`src/rtl/serial_addsub_panel.sv`:
```
// Bit-serial add/subtract panel: operands are entered LSB first from switches,
// one bit per debounced step press, and shown on active-low LEDs.
module serial_addsub_panel #(
  parameter int unsigned WIDTH           = 4,
  parameter int unsigned DEBOUNCE_CYCLES = 500000
) (
  input  logic             CLK,
  input  logic             RST,
  input  logic             SW1,
  input  logic             SW2,
  input  logic             SW3,
  input  logic             SW4,
  output logic [WIDTH-1:0] LD,
  output logic             LDC,
  output logic             LDD
);

  localparam int unsigned DW = $clog2(DEBOUNCE_CYCLES);
  localparam int unsigned CW = $clog2(WIDTH + 1);
  localparam logic [DW-1:0] DEB_LAST = DW'(DEBOUNCE_CYCLES - 1);
  localparam logic [CW-1:0] CNT_DONE = CW'(WIDTH);

  logic [3:0]       sw_meta;
  logic [3:0]       sw_sync;
  logic [DW-1:0]    deb_cnt;
  logic             acc;
  logic             acc_d;
  logic             step;

  logic [CW-1:0]    cnt;
  logic             c;
  logic             mode_l;
  logic [WIDTH-1:0] res;

  logic             a;
  logic             b;
  logic             start;
  logic             mode_eff;
  logic             c_in;
  logic             r;
  logic             c_nxt;
  logic [WIDTH-1:0] res_nxt;
  logic [CW-1:0]    cnt_nxt;

  // Two-stage synchronizer for all raw switch inputs
  always_ff @(posedge CLK or posedge RST) begin
    if (RST) begin
      sw_meta <= '0;
      sw_sync <= '0;
    end else begin
      sw_meta <= {SW4, SW3, SW2, SW1};
      sw_sync <= sw_meta;
    end
  end

  // Step-button debouncer: accept a level only after it has been stable long enough
  always_ff @(posedge CLK or posedge RST) begin
    if (RST) begin
      deb_cnt <= '0;
      acc     <= 1'b0;
      acc_d   <= 1'b0;
    end else begin
      acc_d <= acc;
      if (sw_sync[2] == acc) begin
        deb_cnt <= '0;
      end else if (deb_cnt == DEB_LAST) begin
        acc     <= sw_sync[2];
        deb_cnt <= '0;
      end else begin
        deb_cnt <= deb_cnt + DW'(1);
      end
    end
  end

  assign step = acc & ~acc_d;
  assign a    = sw_sync[0];
  assign b    = sw_sync[1];

  // One full-adder / full-subtractor bit; a fresh operation starts from zero carry and result
  always_comb begin
    start    = 1'b0;
    mode_eff = mode_l;
    c_in     = c;
    r        = 1'b0;
    c_nxt    = 1'b0;
    res_nxt  = '0;
    cnt_nxt  = '0;

    start    = step && ((cnt == '0) || (cnt == CNT_DONE));
    mode_eff = start ? sw_sync[3] : mode_l;
    c_in     = start ? 1'b0 : c;
    r        = a ^ b ^ c_in;
    if (mode_eff)
      c_nxt = (~a & b) | (~a & c_in) | (b & c_in);
    else
      c_nxt = (a & b) | (a & c_in) | (b & c_in);
    res_nxt  = (start ? '0 : (res >> 1)) | (WIDTH'(r) << (WIDTH - 1));
    cnt_nxt  = start ? CW'(1) : cnt + CW'(1);
  end

  // Datapath and LED registers update only on an accepted step
  always_ff @(posedge CLK or posedge RST) begin
    if (RST) begin
      cnt    <= '0;
      c      <= 1'b0;
      mode_l <= 1'b0;
      res    <= '0;
      LD     <= '1;
      LDC    <= 1'b1;
      LDD    <= 1'b1;
    end else if (step) begin
      cnt    <= cnt_nxt;
      c      <= c_nxt;
      mode_l <= mode_eff;
      res    <= res_nxt;
      LD     <= ~res_nxt;
      LDC    <= ~c_nxt;
      LDD    <= ~(cnt_nxt == CNT_DONE);
    end
  end

endmodule

```
`config.mk`:
```
export PLATFORM = sky130hd
export DESIGN_NAME = serial_addsub_panel
export DESIGN_NICKNAME = d
export VERILOG_FILES = /design/src/rtl/serial_addsub_panel.sv
export SDC_FILE = /design/constraint.sdc
export NUM_CORES = 1
export LEC_CHECK = 0
export CAP_MARGIN = 20
export CORE_MARGIN = 4
export CORE_UTILIZATION = 50
export DETAILED_ROUTE_END_ITERATION = 10
export PLACE_DENSITY_LB_ADDON = 0.05
export REMOVE_ABC_BUFFERS = 1
export SETUP_SLACK_MARGIN = 0.5
export SLEW_MARGIN = 5
export SYNTH_ARGS = -nofsm -noshare
export SYNTH_HDL_FRONTEND = slang
export SYNTH_SLANG_ARGS = --single-unit
```
`constraint.sdc`:
```
create_clock -name CLK -period 1.56 [get_ports CLK]
set_input_delay 0.156 -clock CLK [delete_from_list [all_inputs] [get_ports CLK]]
set_output_delay 0.156 -clock CLK [all_outputs]
set_load 0.005 [all_outputs]
```
==> metrics.csv <==
stage,metric,value,unit
timing,setup_ws,-0.197,ns
finish,post_route_cells_drive_above_1_share,50.0,%
die,floorplan.initialDensity,51.9,%
yosys,synth_cells,173,
setup_path,timing.rr.end,deb_cnt[17],
global_routing,grt.overflow.total,0,
job,drv.max_cap_violation_count,0,
clock_tree,max-clock-path-buffers,2,
power_and_ir_drop,leakagePower,1.31,nW
clock_tree,clock_tree.root_cell,clkbuf_8,
die,placement_rows,22,
global_routing,antenna_violations_before_repair,0,
global_routing,first_global_vias,1651,
clock_tree,clock_sinks,43,
setup_path,worstSetupEndpointType,register,
global_routing,grt_use_total,18.7,%
yosys,synth_top_area_share,48.7,%
die,top_level_ports,12,
clock_tree,source_to_sink_clock_delay_at_the_later_pin_of_the_worst_skew_pair,0.29,ns
yosys,seq_area_frac_synth,57.0,%
status,outcome,"complete, but fails checks",
die,die_x,69.6,um
finish,fin_util,81.1,%
clock_tree,cts.clk_slew.worst_paths,0.08,ns
yosys,synth_cell_type_count,36,
setup_path,critPathLaunch,deb_cnt[11],
yosys,synth_top_cells_by_area,"dfrtp_1, dfstp_2, xnor2_1",
yosys,postSynthRegisterBits,43,
placed_design,post_place_setup_slack,-0.144,ns
clock_tree,cts_tree,yes,
clock_tree,cts_hold_buf,0,
setup_path,worst_ep_arrival_time,1.97,ns
routing,route.detailed.drc,0,
setup_path,startpoint_type,register,
routing,met1_length,2010,um
placed_design,routabilityCongestion,0.930,
timing,period_share,113,%
routing,post_drt_via_cell_ratio,5.51,
finish,final_common_cell,buf_4,
timing,report.final.hold_viol_count,0,
finish,antennaDiodeCount,0,
power_and_ir_drop,power.density_cell_area,772,nW/um^2
routing,drt.antenna.violating_nets,0,
die,floorplan.die.height,69.6,um
setup_path,worst-setup-path-type,reg -> reg,
routing,drtIter0Drc,113,
setup_path,critical_path.endpoint,deb_cnt[17],
setup_path,number_of_cells_on_the_worst_reg_to_reg_path,5,
setup_path,setup_slack_reg_to_reg,-0.20,ns
timing,worst_slew_pin_slew,0.395,ns
timing,worst_clock_skew,0.00710,ns
routing,dr.pass1.iters,4,
routing,vias,1608,
yosys,synth.cell_area,1900,sq um
die,fp.coreArea,3660,sq um
placed_design,dp.final_hpwl,2620,um
min_path,hold_class,in -> async,
power_and_ir_drop,max-vdd-ir-drop,0.908,mV
timing,max_slew_margin,73.6,%
finish,layout_common_cells,"buf_4, dfrtp_1, nor2_1, buf_6, xnor2_1",
clock_tree,cts_made_buffers,5,
timing,timing_max_transition_violations_final,0,
timing,finalSetupViolCount,21,
routing,post_drt_wl_per_cell,16.5,um
finish,design.final.nets,254,
clock_tree,cts_max_level,2,
timing,max_freq,0.569,GHz
yosys,syn_area_per_cell,11.0,sq um
setup_path,critical_path_required,1.77,ns
finish,syn_to_final_growth,56.4,%
routing,highest_layer,met4,
die,floorplan.die_area,4850,sq um
yosys,yosys_warnings,0,
yosys,synthDominantAreaCellType,dfrtp_1,
routing,met2_wire_len,2490,um
timing,rsz_0062_raised_after_global_routing,yes,
global_routing,grt_start_max_net_pins,24,
routing,totalWireLength,4810,um
routing,met3_routed_length,178,um
placed_design,place.port_buffers,11,
timing,post-route-min-period,1.76,ns
status,violations,negative setup slack,
setup_path,worstPathMaxFanout,2,
setup_path,r2r-start,deb_cnt[11],
global_routing,grt_first_pass_wirelength,7340,um
==> logic make-up after synthesis <==
| family | Yosys count | share of synthesized area (%) |
|---|---|---|
| buffers and inverters | 11 | 2.24 |
| adder cells (fa/ha/maj) | 5 | 3.29 |
| AND/OR/NAND/NOR | 71 | 19.8 |
| XOR/XNOR | 15 | 6.92 |
| AO/OA/AOI/OAI | 22 | 7.31 |
| multiplexers | 6 | 3.43 |
| flip-flops | 43 | 57.0 |
==> synth_stat cells <==
library cell	instances
dfrtp_1	37
nor2_1	25
xnor2_1	12
nand2_1	11
a21oi_1	9
inv_1	9
dfstp_2	6
nand3_1	6
nor3_1	6
nor4_1	6
ha_1	5
mux2_2	4
a22o_1	3
nand4_1	3
o21ai_0	3
xor2_1	3
a31oi_1	2
and3_1	2
mux2i_1	2
nand2b_1	2
o21a_1	2
and2_1	1
and4_2	1
buf_2	1
clkbuf_1	1
nand3b_1	1
nand4_2	1
nand4_4	1
nor2b_1	1
nor4bb_1	1
o21ai_2	1
o31ai_1	1
o41ai_1	1
or2_4	1
or3b_1	1
or4_1	1
==> repair_timing <==
item | 4_1_cts | 5_1_grt
pin swaps | 19 | 17
gates cloned | 1 | 1
buffers inserted | 11 | 13
setup endpoints to repair | 40 | 40
gates resized for setup | 72 | 36
==> power breakdown <==
| group | internal, mW | total, mW | switching (mW) |
|---|---|---|---|
| clock | 0.640 | 1.00 | 0.362 |
| sequential | 1.13 | 1.15 | 0.0145 |
| combinational | 0.0756 | 0.147 | 0.0714 |
==> per-stage QoR <==
| stage | power, mW | std cells | setup TNS [ns] | hold slack [ns] | cell area, sq um |
|---|---|---|---|---|---|
| 4_1_cts | 2.30 | 278 | -0.652 | 0.212 | 2700 |
| 3_5_place_dp | 1.25 | 258 | -0.297 | 0.336 | 2280 |
| 2_1_floorplan | 1.20 | 171 | -0.673 | 0.187 | 1890 |
| 3_3_place_gp | 1.25 | 258 | -0.125 | 0.332 | 2280 |
| 5_1_grt | 2.39 | 292 | -3.21 | 0.243 | 2970 |
| 6_report | 2.29 | 292 | -1.65 | 0.207 | 2970 |
==> critical path, cell delays in order, from the launching register on <==
cell and delay (ns):
dfrtp_1 0.41, buf_6 0.13, nand4_1 0.20, nor4_4 0.39, or3b_4 0.42, a21oi_2 0.13
==> per-layer routing <==
metal	GRT usage [%]	up-vias
li1	-	741
met1	22.9	808
met2	32.1	43
met3	3.91	16
met4	7.23	0
met5	0	-
==> cell type report <==
| cell class | instances | area [sq um] |
|---|---|---|
| clock buffer | 6 | 72.6 |
| timing repair buffer | 65 | 587 |
| tap | 48 | 60.1 |
| clock inverter | 2 | 60.1 |
| fill | 187 | 691 |
| multi-input combinational | 119 | 1070 |
| inverter | 9 | 38.8 |
| sequential | 43 | 1080 |
==> worst min path at each step <==
stage,depth (start not counted),startpoint,endpoint,slack [ns]
3_3_place_gp,0,sw_meta[2],sw_sync[2],0.33
2_1_floorplan,0,SW1,sw_meta[0],0.19
4_1_cts,3,RST,cnt[0],0.21
5_1_grt,3,RST,sw_sync[1],0.24
3_5_place_dp,0,sw_meta[2],sw_sync[2],0.34
6_report,3,RST,cnt[1],0.21
==> state kept, by name, summed over array words and instances, names as in the netlist, 3 cells and up <==
signal   flops
LD           4
sw_meta      4
res          3
sw_sync      4
deb_cnt     19
cnt          3
Note: power is estimated with default switching activity, not from simulation.
